### src/rtl/cxl2_cache_d2h_req_arb.sv
// Purpose: round-robin arbiter for the CXL.cache D2H request channel. It stamps each grant with the lowest free CQID
//          and frees that CQID again when an H2D GO-class response names it.
// Latency: a request handshaken in cycle N is presented on d2h_req_* in cycle N+1 through one register slot.
// Backpressure: while d2h_req_ready_i is low the full slot holds its fields and no grants are made.
//               An empty CQID pool also blocks all grants.
// Option: defining CXL2_CACHE_CQID_CHK_EN makes the block ignore releases of free or out-of-range CQIDs
//         and latch those releases on err_o.
module cxl2_cache_d2h_req_arb #(
  parameter int NUM_REQ  = 4,
  parameter int NUM_CQID = 16,
  parameter int CQW      = $clog2(NUM_CQID)
) (
  input  logic                  clk,
  input  logic                  rst,
  input  logic [NUM_REQ-1:0]    req_valid_i,
  input  logic [NUM_REQ*5-1:0]  req_opcode_i,
  input  logic [NUM_REQ*46-1:0] req_addr_i,
  input  logic [NUM_REQ-1:0]    req_nt_i,
  output logic [NUM_REQ-1:0]    req_ready_o,
  output logic [CQW-1:0]        req_cqid_o,
  output logic                  d2h_req_valid_o,
  output logic [4:0]            d2h_req_opcode_o,
  output logic [45:0]           d2h_req_address_o,
  output logic [11:0]           d2h_req_cqid_o,
  output logic                  d2h_req_nt_o,
  input  logic                  d2h_req_ready_i,
  input  logic                  h2d_rsp_valid_i,
  input  logic [3:0]            h2d_rsp_opcode_i,
  input  logic [11:0]           h2d_rsp_cqid_i,
  output logic [CQW:0]          outstanding_o,
  output logic                  err_o
);

  localparam int RW = $clog2(NUM_REQ);

  typedef struct packed {
    logic [4:0]     opcode;
    logic [45:0]    addr;
    logic [CQW-1:0] cqid;
    logic           nt;
  } slot_t;

  slot_t               slot_q;
  slot_t               slot_d;
  logic                slot_vld_q;
  logic [NUM_CQID-1:0] free_q;
  logic [NUM_CQID-1:0] free_d;
  logic [RW-1:0]       rr_ptr_q;
  logic [CQW:0]        cnt_q;
  logic [CQW:0]        cnt_d;

  logic                slot_avail;
  logic                pool_any;
  logic [CQW-1:0]      alloc_idx;
  logic                gnt_found;
  logic [RW-1:0]       gnt_idx;
  logic                grant;

  logic                rel_go;
  logic                rel_set;
  logic                rel_dec;
  logic                rel_was_free;
  logic [CQW-1:0]      rel_idx;
  logic [11:0]         rel_hi;

  assign slot_avail = ~slot_vld_q | d2h_req_ready_i;

  // Lowest-index free CQID, taken from the pool as it stands at the start of the cycle.
  always_comb begin
    alloc_idx = '0;
    pool_any  = 1'b0;
    for (int i = NUM_CQID - 1; i >= 0; i--) begin
      if (free_q[i]) begin
        alloc_idx = CQW'(i);
        pool_any  = 1'b1;
      end
    end
  end

  // Round-robin pick: first pass covers requesters at or above rr_ptr, second pass wraps to those below it.
  always_comb begin
    gnt_found = 1'b0;
    gnt_idx   = '0;
    for (int r = 0; r < NUM_REQ; r++) begin
      if (!gnt_found && req_valid_i[r] && (RW'(r) >= rr_ptr_q)) begin
        gnt_found = 1'b1;
        gnt_idx   = RW'(r);
      end
    end
    for (int r = 0; r < NUM_REQ; r++) begin
      if (!gnt_found && req_valid_i[r] && (RW'(r) < rr_ptr_q)) begin
        gnt_found = 1'b1;
        gnt_idx   = RW'(r);
      end
    end
  end

  assign grant      = ~rst & slot_avail & pool_any & gnt_found;
  assign req_cqid_o = grant ? alloc_idx : '0;

  // One-hot ready toward the winning requester, together with its fields muxed into the slot load value.
  always_comb begin
    req_ready_o = '0;
    slot_d      = '0;
    slot_d.cqid = alloc_idx;
    for (int r = 0; r < NUM_REQ; r++) begin
      if (RW'(r) == gnt_idx) begin
        req_ready_o[r] = grant;
        slot_d.opcode  = req_opcode_i[5*r +: 5];
        slot_d.addr    = req_addr_i[46*r +: 46];
        slot_d.nt      = req_nt_i[r];
      end
    end
  end

  // GO, GO_WRITE_PULL, GO_WRITE_PULL_DROP and GO_ERR_WRITE_PULL are the only responses that retire a CQID.
  assign rel_go = h2d_rsp_valid_i &
                  ((h2d_rsp_opcode_i == 4'b0100) | (h2d_rsp_opcode_i == 4'b0101) |
                   (h2d_rsp_opcode_i == 4'b1000) | (h2d_rsp_opcode_i == 4'b1111));
  assign rel_idx      = h2d_rsp_cqid_i[CQW-1:0];
  assign rel_hi       = h2d_rsp_cqid_i >> CQW;
  assign rel_was_free = free_q[rel_idx];

`ifdef CXL2_CACHE_CQID_CHK_EN
  logic rel_bad;
  logic err_q;

  assign rel_bad = rel_go & ((|rel_hi) | rel_was_free);
  assign rel_set = rel_go & ~rel_bad;
  assign rel_dec = rel_set;
  assign err_o   = err_q;

  // Sticky flag for releases that name a free or out-of-range CQID. Only reset clears it.
  always_ff @(posedge clk) begin
    if (rst) begin
      err_q <= 1'b0;
    end else if (rel_bad) begin
      err_q <= 1'b1;
    end
  end
`else
  logic unused_hi;

  // The count only drops when the bit was really allocated, so a stray GO cannot underflow it.
  assign rel_set   = rel_go;
  assign rel_dec   = rel_go & ~rel_was_free;
  assign unused_hi = |rel_hi;
  assign err_o     = 1'b0;
`endif

  // Release is applied before allocation, so a CQID that is granted this cycle always ends up marked busy.
  always_comb begin
    free_d = free_q;
    if (rel_set) begin
      free_d[rel_idx] = 1'b1;
    end
    if (grant) begin
      free_d[alloc_idx] = 1'b0;
    end
  end

  // The outstanding count moves by +1, -1 or 0 depending on which of allocation and release happen.
  always_comb begin
    case ({grant, rel_dec})
      2'b10:   cnt_d = cnt_q + (CQW+1)'(1);
      2'b01:   cnt_d = cnt_q - (CQW+1)'(1);
      default: cnt_d = cnt_q;
    endcase
  end

  // Pool, count and round-robin pointer state.
  always_ff @(posedge clk) begin
    if (rst) begin
      free_q   <= '1;
      cnt_q    <= '0;
      rr_ptr_q <= '0;
    end else begin
      free_q <= free_d;
      cnt_q  <= cnt_d;
      if (grant) begin
        rr_ptr_q <= (gnt_idx == RW'(NUM_REQ - 1)) ? '0 : gnt_idx + RW'(1);
      end
    end
  end

  // Output slot: it loads on a grant, empties on a drain with no new grant, and holds while stalled.
  always_ff @(posedge clk) begin
    if (rst) begin
      slot_vld_q <= 1'b0;
      slot_q     <= '0;
    end else if (grant) begin
      slot_vld_q <= 1'b1;
      slot_q     <= slot_d;
    end else if (d2h_req_ready_i) begin
      slot_vld_q <= 1'b0;
    end
  end

  assign d2h_req_valid_o   = slot_vld_q;
  assign d2h_req_opcode_o  = slot_q.opcode;
  assign d2h_req_address_o = slot_q.addr;
  assign d2h_req_cqid_o    = 12'(slot_q.cqid);
  assign d2h_req_nt_o      = slot_q.nt;
  assign outstanding_o     = cnt_q;

endmodule

### config.mk
export PLATFORM = sky130hd
export DESIGN_NAME = cxl2_cache_d2h_req_arb
export DESIGN_NICKNAME = d
export VERILOG_FILES = /design/src/rtl/cxl2_cache_d2h_req_arb.sv
export SDC_FILE = /design/constraint.sdc
export NUM_CORES = 1
export LEC_CHECK = 0
export BUFFER_PORTS_ARGS = -buffer_cell sky130_fd_sc_hd__buf_2
export CAP_MARGIN = 20
export CORE_AREA = 3 3 119 121
export DETAILED_ROUTE_END_ITERATION = 16
export DIE_AREA = 0 0 122 124
export GPL_TIMING_DRIVEN = 1
export PLACE_DENSITY = 0.7
export SETUP_SLACK_MARGIN = 0.02
export SYNTH_ARGS = -nofsm -noshare
export SYNTH_HDL_FRONTEND = slang
export SYNTH_SLANG_ARGS = --single-unit
### constraint.sdc
create_clock -name clk -period 4.1 [get_ports clk]
set_input_delay 0.82 -clock clk [delete_from_list [all_inputs] [get_ports clk]]
set_output_delay 0.82 -clock clk [all_outputs]
set_load 0.02 [all_outputs]
==> reports/qor.csv, run 1 <==
metric,value,unit
Synth cell types,54,
internal power,1.95,mW
flop2flop setup slack,1.16,ns
HP Start,d2h_req_cqid_o[2],
worst slew pin tran,1.06,ns
Slew headroom,29.1,%
GRT overflow,0,
met2 Resource Use GR,36.5,%
clock buffer depth,2,
clock slew at reported path FFs,0.06,ns
Pleak,3.03,nW
Chip Width,122,µm
hold_ws,0.459,ns
Pins Over Slew Limit,0,
hold path cells,2,
Site Rows,42,
Worst R2R End,outstanding_o[4],
Post-CTS Hold Fix Bufs,0,
number of synthesized flops with an enable pin,0,
Num CTS Buffers,9,
R2R depth,11,
P_sw,1.16,mW
sequential share of power,32.2,%
Die ar.,15100,µm²
switch share,37.3,%
GRT busiest layer,met2,
CP Capture Type,output port,
vias,5817,
prevailing post-synth register cell,dfxtp_1,
Antenna Nets Post-Route,0,
hold crit path type,flop to flop,
Post-layout nets,1134,
CP arrival,2.46,ns
IO Pins,311,
final core occ,52.8,%
synthesis-to-finish area growth,35.6,%
initial antenna violation count,1,
Placer Congestion,0.939,
"top cells by area, synth","dfxtp_1 31%, a221oi_1 9.0%, nand3b_1 7.6%",
met3 Usage GRT,4.86,%
DRC violations left,0,
clock skew,0.00959,ns
Ant. Diodes,0,
Synth top area share,31.2,%
clk root buf,clkbuf_16,
pre-CTS setup slack,0.526,ns
critical path start-end classification,primary input to output port,
mapped cell area,5140,µm²
status,completed,
CTS H-tree lvls,3,
leading area contributor after synthesis,dfxtp_1,
largest net degree at the start of global routing,110,
Ys Warns,0,
top post-synthesis cells by count,"80 x dfxtp_1, 74 x a21oi_1, 60 x nor2b_1",
max cap viols,0,
CTS resizes,0,
Startpoint Class,primary input,
Synth Register Bits,80,
Setup Viol. Count Final,0,
Starting Density,38.9,%
die height,124,µm
clock share of power,26.2,%
clk_lat worst skew,0.34,ns
GR met1 Demand/Resource,27.5,%
Seq. cell area,1600,µm²
Pre-Repair DR Iteration Count,5,
detailed-route wire length per cell,16.6,µm
RSZ-0062 raised after global routing,false,
Fin. Hold Viols,0,
Mapped Avg Cell Area,7.98,µm²
vias in the first global route,5103,
footprint of the multi-input gates,3220,µm²
vias per cell,5.42,
core area,13200,µm²
DRT iter0 DRCs,298,
Comb pwr share,41.6,%
CP Data Required Time,3.28,ns
hold endpoint,d2h_req_cqid_o[2],
post-DP HPWL,13200,µm
first-pass GRT wire length,26100,µm
fin crit share,80.0,%
WL final,17800,µm
fill count,1317,
crit path max fanout,11,
share of cells above drive strength 1,37.1,%
fmax,305,MHz
worst r2r src,d2h_req_valid_o,
Final Critical Period,3.28,ns
Mapped Cells,644,
Sum Neg Setup Slack,0,ns
most frequent cell after synthesis,dfxtp_1,
"Setup Fix Bufs, Post-CTS",0,
CTS tree,built,
Final Worst Setup Slack,0.821,ns
peak supply drop,0.173,mV
Post-synth ARST share,0,%
CTS sink count,80,
sequential fraction of the synthesis area,31.2,%
PD cells,445,nW/µm²
GRT Overall Usage,21.8,%
PortBufs,293,
[sequential cells by signal, summed over array words and instances, names as in the netlist]
signal and count:
d2h_req_address_o 46, d2h_req_nt_o 1, d2h_req_valid_o 1, rr_ptr_q 2, d2h_req_cqid_o 4, free_q 16
outstanding_o 5, d2h_req_opcode_o 5
[placed cells by master, fill, tap and decap left out, types with 4 or more instances in the layout]
master / count
ha_1: 5
nand2_1: 11
buf_2: 293
dfxtp_1: 80
o21ai_1: 53
buf_4: 5
conb_1: 9
nor3_1: 59
nand2b_1: 4
nor2b_1: 59
and2_1: 6
a31oi_1: 4
a21oi_1: 74
a211oi_1: 10
a311oi_1: 6
nor2_1: 26
mux4_2: 4
a221oi_1: 53
clkbuf_16: 9
nand3b_1: 52
nor3b_1: 4
buf_12: 4
inv_1: 9
[metrics by stage]
stage	instances	power, mW	instance area [µm²]
floorplan	652	1.86	5170
global placement	1058	2.30	6670
detailed placement	1058	2.32	6670
CTS	1074	3.15	6970
global route	1074	3.31	6970
finish	1074	3.10	6970
[critical path: stages]
cell and delay, ns:
buf_2 0.12, nor4_1 0.54, or3_1 0.39, a31oi_4 0.06, buf_4 0.22, and2_1 0.16
buf_2 0.15
[cell families after synthesis]
group           Yosys count  synth area share, %
compound gates          220                 28.1
fa+ha+maj                 9                 2.34
flops                    80                 31.2
simple gates            241                 28.1
buf+inv                  82                 7.16
xor+xnor                  4                0.682
mux                       7                 2.34
other cells               1               0.0730
[metal layers]
metal / wire length, µm / share of wire [%]
met1: 7490 / 42
met2: 8730 / 49
met3: 1270 / 7.1
met4: 329 / 1.8
met5: 0 / 0
[area by class of cell]
cell class | instances | share of cell area, %
multi-input combinational | 490 | 46.3
sequential | 80 | 23.0
timing repair buffer | 302 | 22.7
clock buffer | 13 | 3.73
tap | 176 | 3.16
clock inverter | 3 | 0.575
inverter | 10 | 0.557
[worst max path at each step]
stage,start,endpoint,depth (start not counted)
after CTS,req_valid_i[2],req_ready_o[2],7
after global placement,h2d_rsp_cqid_i[0],outstanding_o[4],12
final,req_valid_i[2],req_ready_o[3],7
after detailed placement,h2d_rsp_cqid_i[0],outstanding_o[4],12
after global routing,h2d_rsp_cqid_i[0],outstanding_o[4],12
after floorplan,rst,outstanding_o[4],14
[power by group through the flow]
stage	combinational, mW	clock [mW]	sequential [mW]
final	1.29	0.814	0.999
after global routing	1.42	0.873	1.02
after CTS	1.30	0.844	0.999
after detailed placement	1.30	0	1.01
after global placement	1.29	0	1.01
after floorplan	0.697	0	1.17
Note: power is estimated with default switching activity, not from simulation.
==> run 2, diff against run 1 <==
ABC_AREA = 1   (was not set)
PLACE_DENSITY = 0.71   (was 0.7)
clock period = 3.25 ns   (was 4.1 ns; I/O delays follow)
==> run 2 against run 1 <==
Effect of this change: utilization is 2.1 points higher; flip-flop and latch count stayed put; die area stayed put; hold slack better by 0.0036 ns; global-route usage is 2.5 points higher; first-iteration DRC count is 110% higher; sequential share of layout area is 0.89 points lower; register-to-register slack worse by 0.75 ns; combinational power is 18% higher; synthesized cell count is 30% higher; synthesized area is 2.4% higher; cell count is 20% higher.
==> reports/qor.csv, run 2 <==
metric,value,unit,change
Slew headroom,44.7,%,was 29.1%
hold crit path type,flop to flop,,unchanged
IO Pins,311,,unchanged
Synth cell types,44,,was 54
number of synthesized flops with an enable pin,0,,unchanged
total power draw,3.76,mW,was 3.10 mW
RSZ-0062 raised after global routing,true,,was false
Post-CTS Hold Fix Bufs,0,,unchanged
Ant. Diodes,0,,unchanged
CTS sink count,80,,unchanged
CP Data Required Time,3.48,ns,was 3.28 ns
PortBufs,293,,unchanged
Synth Area in Compound Gates,25.9,%,was 28.1%
Die ar.,15100,µm²,unchanged
"commonest non-fill, non-tap cells in the layout","293 x buf_2, 190 x nand2_1, 176 x o21ai_0",,"was 293 x buf_2, 80 x dfxtp_1, 74 x a21oi_1"
"top cells by area, synth","dfxtp_1 30%, o21ai_0 17%, nand2_1 14%",,"was dfxtp_1 31%, a221oi_1 9.0%, nand3b_1 7.6%"
max cap viols,0,,unchanged
clock buffer depth,2,,unchanged
hold_ws,0.462,ns,was 0.459 ns
Pre-Repair DR Iteration Count,5,,unchanged
Final Critical Period,2.96,ns,
Mapped Cells,834,,was 644
"commonest non-fill, non-tap cell in the layout",buf_2,,unchanged
largest net degree at the start of global routing,75,,was 110
CP arrival,3.19,ns,was 2.46 ns
fin crit share,91.0,%,
CP startpoint,h2d_rsp_cqid_i[1],,was req_valid_i[2]
Ys Warns,0,,unchanged
DRC violations left,0,,unchanged
peak supply drop,0.236,mV,was 0.173 mV
crit path max fanout,7,,was 11
Sum Neg Setup Slack,0,ns,unchanged
clock skew,0.00463,ns,was 0.00959 ns
Synth top area share,30.4,%,was 31.2%
CTS H-tree lvls,3,,unchanged
most frequent cell after synthesis,nand2_1,,was dfxtp_1
Post-layout nets,1348,,"was 1,134"
GRT Overall Usage,24.3,%,was 21.8%
Post-synth ARST share,0,%,unchanged
post-DP HPWL,15000,µm,"was 13,200 µm"
Synth Area in Adders,2.28,%,was 2.34%
Site Rows,42,,unchanged
Starting Density,39.9,%,was 38.9%
share of cells above drive strength 1,33.2,%,was 37.1%
Antenna Nets Post-Route,0,,unchanged
Fin. Hold Viols,0,,unchanged
Startpoint Class,primary input,,unchanged
CP Capture Type,flop,,was output port
mapped cell area,5260,µm²,was 5140 µm²
XOR/XNOR share of the synthesized area,0.333,%,was 0.682%
top post-synthesis cells by count,"190 x nand2_1, 176 x o21ai_0, 118 x nand3_1",,"was 80 x dfxtp_1, 74 x a21oi_1, 60 x nor2b_1"
worst r2r src,rr_ptr_q[0],,was d2h_req_valid_o
initial antenna violation count,1,,unchanged
Num CTS Buffers,9,,unchanged
Worst R2R End,outstanding_o[4],,unchanged
vias per cell,5.22,,was 5.42
Worst setup endpoint,outstanding_o[4],,was req_ready_o[3]
DRT iter0 DRCs,628,,was 298
Chip Width,122,µm,unchanged
Pleak,3.86,nW,was 3.03 nW
worst slew pin tran,0.830,ns,was 1.06 ns
critical path start-end classification,primary input to flop,,was primary input to output port
WL final,19900,µm,"was 17,800 µm"
sequential fraction of the synthesis area,30.4,%,was 31.2%
clk_lat worst skew,0.34,ns,about the same
multiplexer share of the synthesized area,0,%,was 2.34%
PD cells,519,nW/µm²,was 445 nW/µm²
R2R depth,18,,was 11
Placer Congestion,0.916,,was 0.939
core area,13200,µm²,unchanged
die height,124,µm,unchanged
Simple-Gate Fraction of Synth Area,30.9,%,was 28.1%
Mapped Avg Cell Area,6.31,µm²,was 7.98 µm²
max FFs per register,46,,unchanged
leading area contributor after synthesis,dfxtp_1,,unchanged
Setup Viol. Count Final,0,,unchanged
vias in the first global route,5566,,"was 5,103"
flop2flop setup slack,0.41,ns,was 1.16 ns
status,completed,,unchanged
detailed-route wire length per cell,15.5,µm,was 16.6 µm
fmax,338,MHz,
clk root buf,clkbuf_16,,unchanged
vias,6725,,"was 5,817"
main combinational cell family by area after synthesis,simple AND/OR/NAND/NOR gates,,was compound AO/OA/AOI/OAI gates
prevailing post-synth register cell,dfxtp_1,,unchanged
Pins Over Slew Limit,0,,unchanged
first-pass GRT wire length,28900,µm,"was 26,100 µm"
Synth Register Bits,80,,unchanged
clock slew at reported path FFs,0.05,ns,was 0.06 ns
GRT overflow,0,,unchanged
CTS tree,built,,unchanged
synthesis-to-finish area growth,37.8,%,was 35.6%
[run 2: changes by cell type after synthesis, sizes merged, moves of 7 or more]
cell	previous run	this run
o21ai	56	184
a221oi	54	1
a21oi	74	61
nand4	2	10
inv	10	49
clkbuf	47	40
nand3	3	119
a211oi	10	0
nor2b	60	0
nand2	11	194
nor3	59	3
nand3b	52	0
[run 2: critical path: stages]
cell and delay (ns):
buf_2 0.11, inv_1 0.07, nor2_1 0.04, buf_4 0.15, nand2_1 0.05, o21ai_0 0.06
o21ai_0 0.16, nand4_1 0.12, a221oi_2 0.24, ha_2 0.28, ha_1 0.25, a21o_1 0.18
a31oi_1 0.17, inv_1 0.07, o21ai_0 0.15, a21oi_1 0.06, or2_2 0.27, nand2_1 0.06
a21oi_1 0.04
[run 2: area by class of cell]
cell class,count,area (µm²)
clock inverters,3,40.0
repair buffers,324,1750
multi-input cells,642,3180
clock buffers,13,260
flip-flops and latches,80,1600
well taps,176,220
fillers,1413,5940
inverters,50,193
[run 2: repair_timing]
item,4_1_cts,5_1_grt
endpoints found under the setup margin,0,3
gates resized for setup,0,5
setup buffers,0,0
[run 2: where the power goes]
| group | total [mW] | leakage (nW) | switching [mW] | internal [mW] |
|---|---|---|---|---|
| sequential | 1.22 | 0.661 | 0.0798 | 1.14 |
| combinational | 1.52 | 3.05 | 0.962 | 0.555 |
| clock | 1.02 | 0.150 | 0.390 | 0.635 |
[run 2: cells by family after synthesis]
group	Yosys count
XOR/XNOR	2
AND/OR/NAND/NOR	360
other	1
AO/OA/AOI/OAI	262
buffers and inverters	120
flip-flops	80
adder cells (fa/ha/maj)	9
[run 2: metrics by stage]
stage          std cells  setup slack [ns]  instance area (µm²)  utilization, %
2_1_floorplan        842             0.142                 5290               -
3_3_place_gp        1272           -0.0971                 6930            52.6
3_5_place_dp        1272            -0.199                 6930            52.6
4_1_cts             1288             0.159                 7230            54.8
5_1_grt             1288           0.00789                 7250            55.0
6_report            1288             0.291                 7250            55.0
[run 2: worst min path at each step]
stage	to	cells after the start	startpoint
2_1_floorplan	free_q[15]	2	free_q[15]
3_3_place_gp	outstanding_o[4]	1	outstanding_o[4]
3_5_place_dp	outstanding_o[4]	1	outstanding_o[4]
4_1_cts	outstanding_o[4]	1	outstanding_o[4]
5_1_grt	outstanding_o[4]	1	outstanding_o[4]
6_report	outstanding_o[4]	1	outstanding_o[4]
[run 2: routing by layer]
metal	GRT usage [%]	routed length, µm
met5	0	7
met4	7.84	403
met3	5.31	1590
met2	41.2	9490
met1	30.8	8410
==> run 3, diff against run 2 <==
CELL_PAD_IN_SITES_DETAIL_PLACEMENT = 1   (was not set)
CELL_PAD_IN_SITES_GLOBAL_PLACEMENT = 1   (was not set)
CORE_AREA = not set   (was 3 3 119 121)
CORE_MARGIN = 3   (was not set)
CORE_UTILIZATION = 29   (was not set)
DIE_AREA = not set   (was 0 0 122 124)
PLACE_DENSITY = 0.79   (was 0.71)
==> run 3 against run 2 <==
Effect of this change: flip-flop and latch count is the same; combinational power is essentially flat; cell count grew 3.1%; count of clock-buffer cells in the layout shrank 2; register-to-register slack lost 0.03 ns; highest routed layer is now met4; critical endpoint is now req_ready_o[2]; total power grew 2.1%; hold slack lost 0.012 ns; clock power grew 7%; clock skew grew 0.0069 ns; critical path type is now flop to output port; largest power group unchanged.
==> reports/qor.csv, run 3 (synthesis gave the netlist of run 2 again) <==
metric,value,unit,change
status,completed,,unchanged
switch share,39.4,%,was 38.0%
Setup Viol. Count Final,0,,unchanged
hold crit path type,flop to flop,,unchanged
GRT Overall Usage,21.9,%,was 24.3%
fin crit share,92.8,%,was 91.0%
PortBufs,293,,unchanged
Chip Width,141,µm,was 122 µm
synthesis-to-finish area growth,38.0,%,was 37.8%
R2R depth,15,,was 18
die height,141,µm,was 124 µm
Startpoint Class,flop,,was primary input
hold path cells,1,,unchanged
first-pass GRT wire length,35200,µm,"was 28,900 µm"
core area,17500,µm²,"was 13,200 µm²"
sequential share of power,31.8,%,was 32.5%
post-DP HPWL,17000,µm,"was 15,000 µm"
clk root buf,clkbuf_16,,unchanged
HP Start,outstanding_o[4],,unchanged
flop2flop setup slack,0.38,ns,was 0.41 ns
Post-CTS Hold Fix Bufs,0,,unchanged
clock buffer depth,2,,unchanged
RSZ-0062 raised after global routing,true,,unchanged
clock share of power,28.3,%,was 27.2%
crit path max fanout,11,,was 7
hold endpoint,outstanding_o[4],,unchanged
Pre-Repair DR Iteration Count,4,,was 5
Num CTS Buffers,9,,unchanged
clk_lat worst skew,0.34,ns,about the same
"commonest non-fill, non-tap cell in the layout",buf_2,,unchanged
max FFs per register,46,,unchanged
clock slew at reported path FFs,0.07,ns,was 0.05 ns
Levels on crit path,11,,was 19
initial antenna violation count,2,,was 1
Site Rows,48,,was 42
GRT overflow,0,,unchanged
fmax,332,MHz,was 338 MHz
detailed-route wire length per cell,17.0,µm,was 15.5 µm
largest net degree at the start of global routing,101,,was 75
worst r2r src,free_q[0],,was rr_ptr_q[0]
Worst path top cell family by delay,simple AND/OR/NAND/NOR gates,,was compound AO/OA/AOI/OAI gates
IO Pins,311,,unchanged
P_sw,1.51,mW,was 1.43 mW
CTS tree,built,,unchanged
Starting Density,30.0,%,was 39.9%
CP Data Required Time,2.60,ns,was 3.48 ns
"commonest non-fill, non-tap cells in the layout","293 x buf_2, 190 x nand2_1, 176 x o21ai_0",,unchanged
peak supply drop,0.300,mV,was 0.236 mV
Pins Over Slew Limit,0,,unchanged
CP Capture Type,output port,,was flop
Fin. Hold Viols,0,,unchanged
critical path cell sequence,"nor2_2, nand2_2, nand3_2, nand4_2, nor2_2, nand2_1, o21ai_0, ha_2, inv_1, nor2_1, buf_2",,"was buf_2, inv_1, nor2_1, buf_4, nand2_1, o21ai_0, o21ai_0, nand4_1, a221oi_2, ha_2, ha_1, a21o_1, a31oi_1, inv_1, o21ai_0, a21oi_1, or2_2, nand2_1, a21oi_1"
Die ar.,19800,µm²,"was 15,100 µm²"
CP bufs+invs,2,,was 4
DRT iter0 DRCs,256,,was 628
Slew headroom,43.3,%,was 44.7%
DRC violations left,0,,unchanged
CP startpoint,rr_ptr_q[0],,was h2d_rsp_cqid_i[1]
Worst path max stage delay,0.33,ns,was 0.28 ns
vias,6743,,"was 6,725"
"Setup Fix Bufs, Post-CTS",0,,unchanged
cell mode on critical path,nor2_2,,was o21ai_0
Post-layout nets,1338,,"was 1,348"
WL final,22500,µm,"was 19,900 µm"
internal power,2.33,mW,about the same
Comb pwr share,39.9,%,was 40.3%
worst slew pin tran,0.851,ns,was 0.830 ns
Antenna Nets Post-Route,0,,unchanged
Placer Congestion,0.886,,was 0.916
final core occ,41.4,%,was 55.0%
Pleak,3.81,nW,was 3.86 nW
total power draw,3.84,mW,was 3.76 mW
CTS H-tree lvls,3,,unchanged
critical path start-end classification,flop to output port,,was primary input to flop
CTS sink count,80,,unchanged
share of cells above drive strength 1,32.7,%,was 33.2%
CTS resizes,0,,unchanged
Crit-path slowest cell,dfxtp_1,,was ha_2
max cap viols,0,,unchanged
vias in the first global route,6707,,"was 5,566"
fill count,2434,,"was 1,413"
CP arrival,2.36,ns,was 3.19 ns
Final Critical Period,3.01,ns,was 2.96 ns
PD cells,530,nW/µm²,was 519 nW/µm²
Worst R2R End,outstanding_o[4],,unchanged
vias per cell,5.08,,was 5.22
clock skew,0.0115,ns,was 0.00463 ns
==> run 3: changes by cell type in the layout (fill, tap and decap cells not counted), moves of 2 or more <==
cell	previous run	this run
clkinv_2	2	0
clkbuf_1	2	0
clkinvlp_4	0	2
buf_4	26	15
==> run 3: power groups by stage <==
stage / Sequential (mW) / Combinational [mW] / Clock [mW]
4_1_cts: 1.22 / 1.56 / 1.12
3_5_place_dp: 1.25 / 1.55 / 0
5_1_grt: 1.24 / 1.73 / 1.17
3_3_place_gp: 1.24 / 1.52 / 0
6_report: 1.22 / 1.53 / 1.09
2_1_floorplan: 1.43 / 0.766 / 0
==> run 3: area by class of cell <==
type	instances	area (µm²)	share of cell area, %
multi-input combinational	642	3180	43.8
tap	225	282	3.88
antenna	1	2.50	0.0345
clock buffer	11	253	3.48
timing repair buffer	314	1690	23.3
inverter	50	190	2.62
sequential	80	1600	22.1
clock inverter	5	62.6	0.862
==> run 3: worst max path at each step <==
| stage | slack [ns] | to |
|---|---|---|
| floorplan | 0.14 | outstanding_o[4] |
| finish | 0.24 | req_ready_o[2] |
| CTS | 0.16 | req_ready_o[2] |
| global placement | 0.0004 | outstanding_o[4] |
| global route | -0.02 | req_ready_o[2] |
| detailed placement | -0.11 | outstanding_o[4] |
==> run 3: per-stage QoR <==
step | hold WS [ns] | instances | setup WS (ns) | cell area [µm²] | setup TNS (ns)
floorplan | 0.459 | 842 | 0.142 | 5290 | 0
global placement | 0.428 | 1311 | 0.000449 | 6930 | 0
detailed placement | 0.437 | 1311 | -0.108 | 6930 | -0.108
CTS | 0.449 | 1327 | 0.155 | 7250 | 0
global route | 0.480 | 1327 | -0.0185 | 7250 | -0.0185
finish | 0.450 | 1328 | 0.235 | 7260 | 0
==> run 3: layer usage <==
layer / track usage (%) / share of wire, % / vias to the layer above
li1: - / - / 3347
met1: 26.1 / 41 / 3140
met2: 39.8 / 51 / 218
met3: 3.87 / 5.8 / 38
met4: 7.19 / 2.3 / 0
met5: 0 / 0 / -
==> run 3: worst register-to-register path: stages, from the launching register on <==
cell      delay [ns]
dfxtp_1         0.31
inv_1           0.22
o22ai_1         0.14
o21ai_0         0.17
nand4_1         0.10
a221oi_1        0.25
ha_1            0.33
ha_1            0.29
a21o_1          0.16
a31oi_1         0.13
inv_1           0.07
o21ai_0         0.14
a21oi_1         0.07
or2_2           0.27
nand2_1         0.06
a21oi_1         0.05
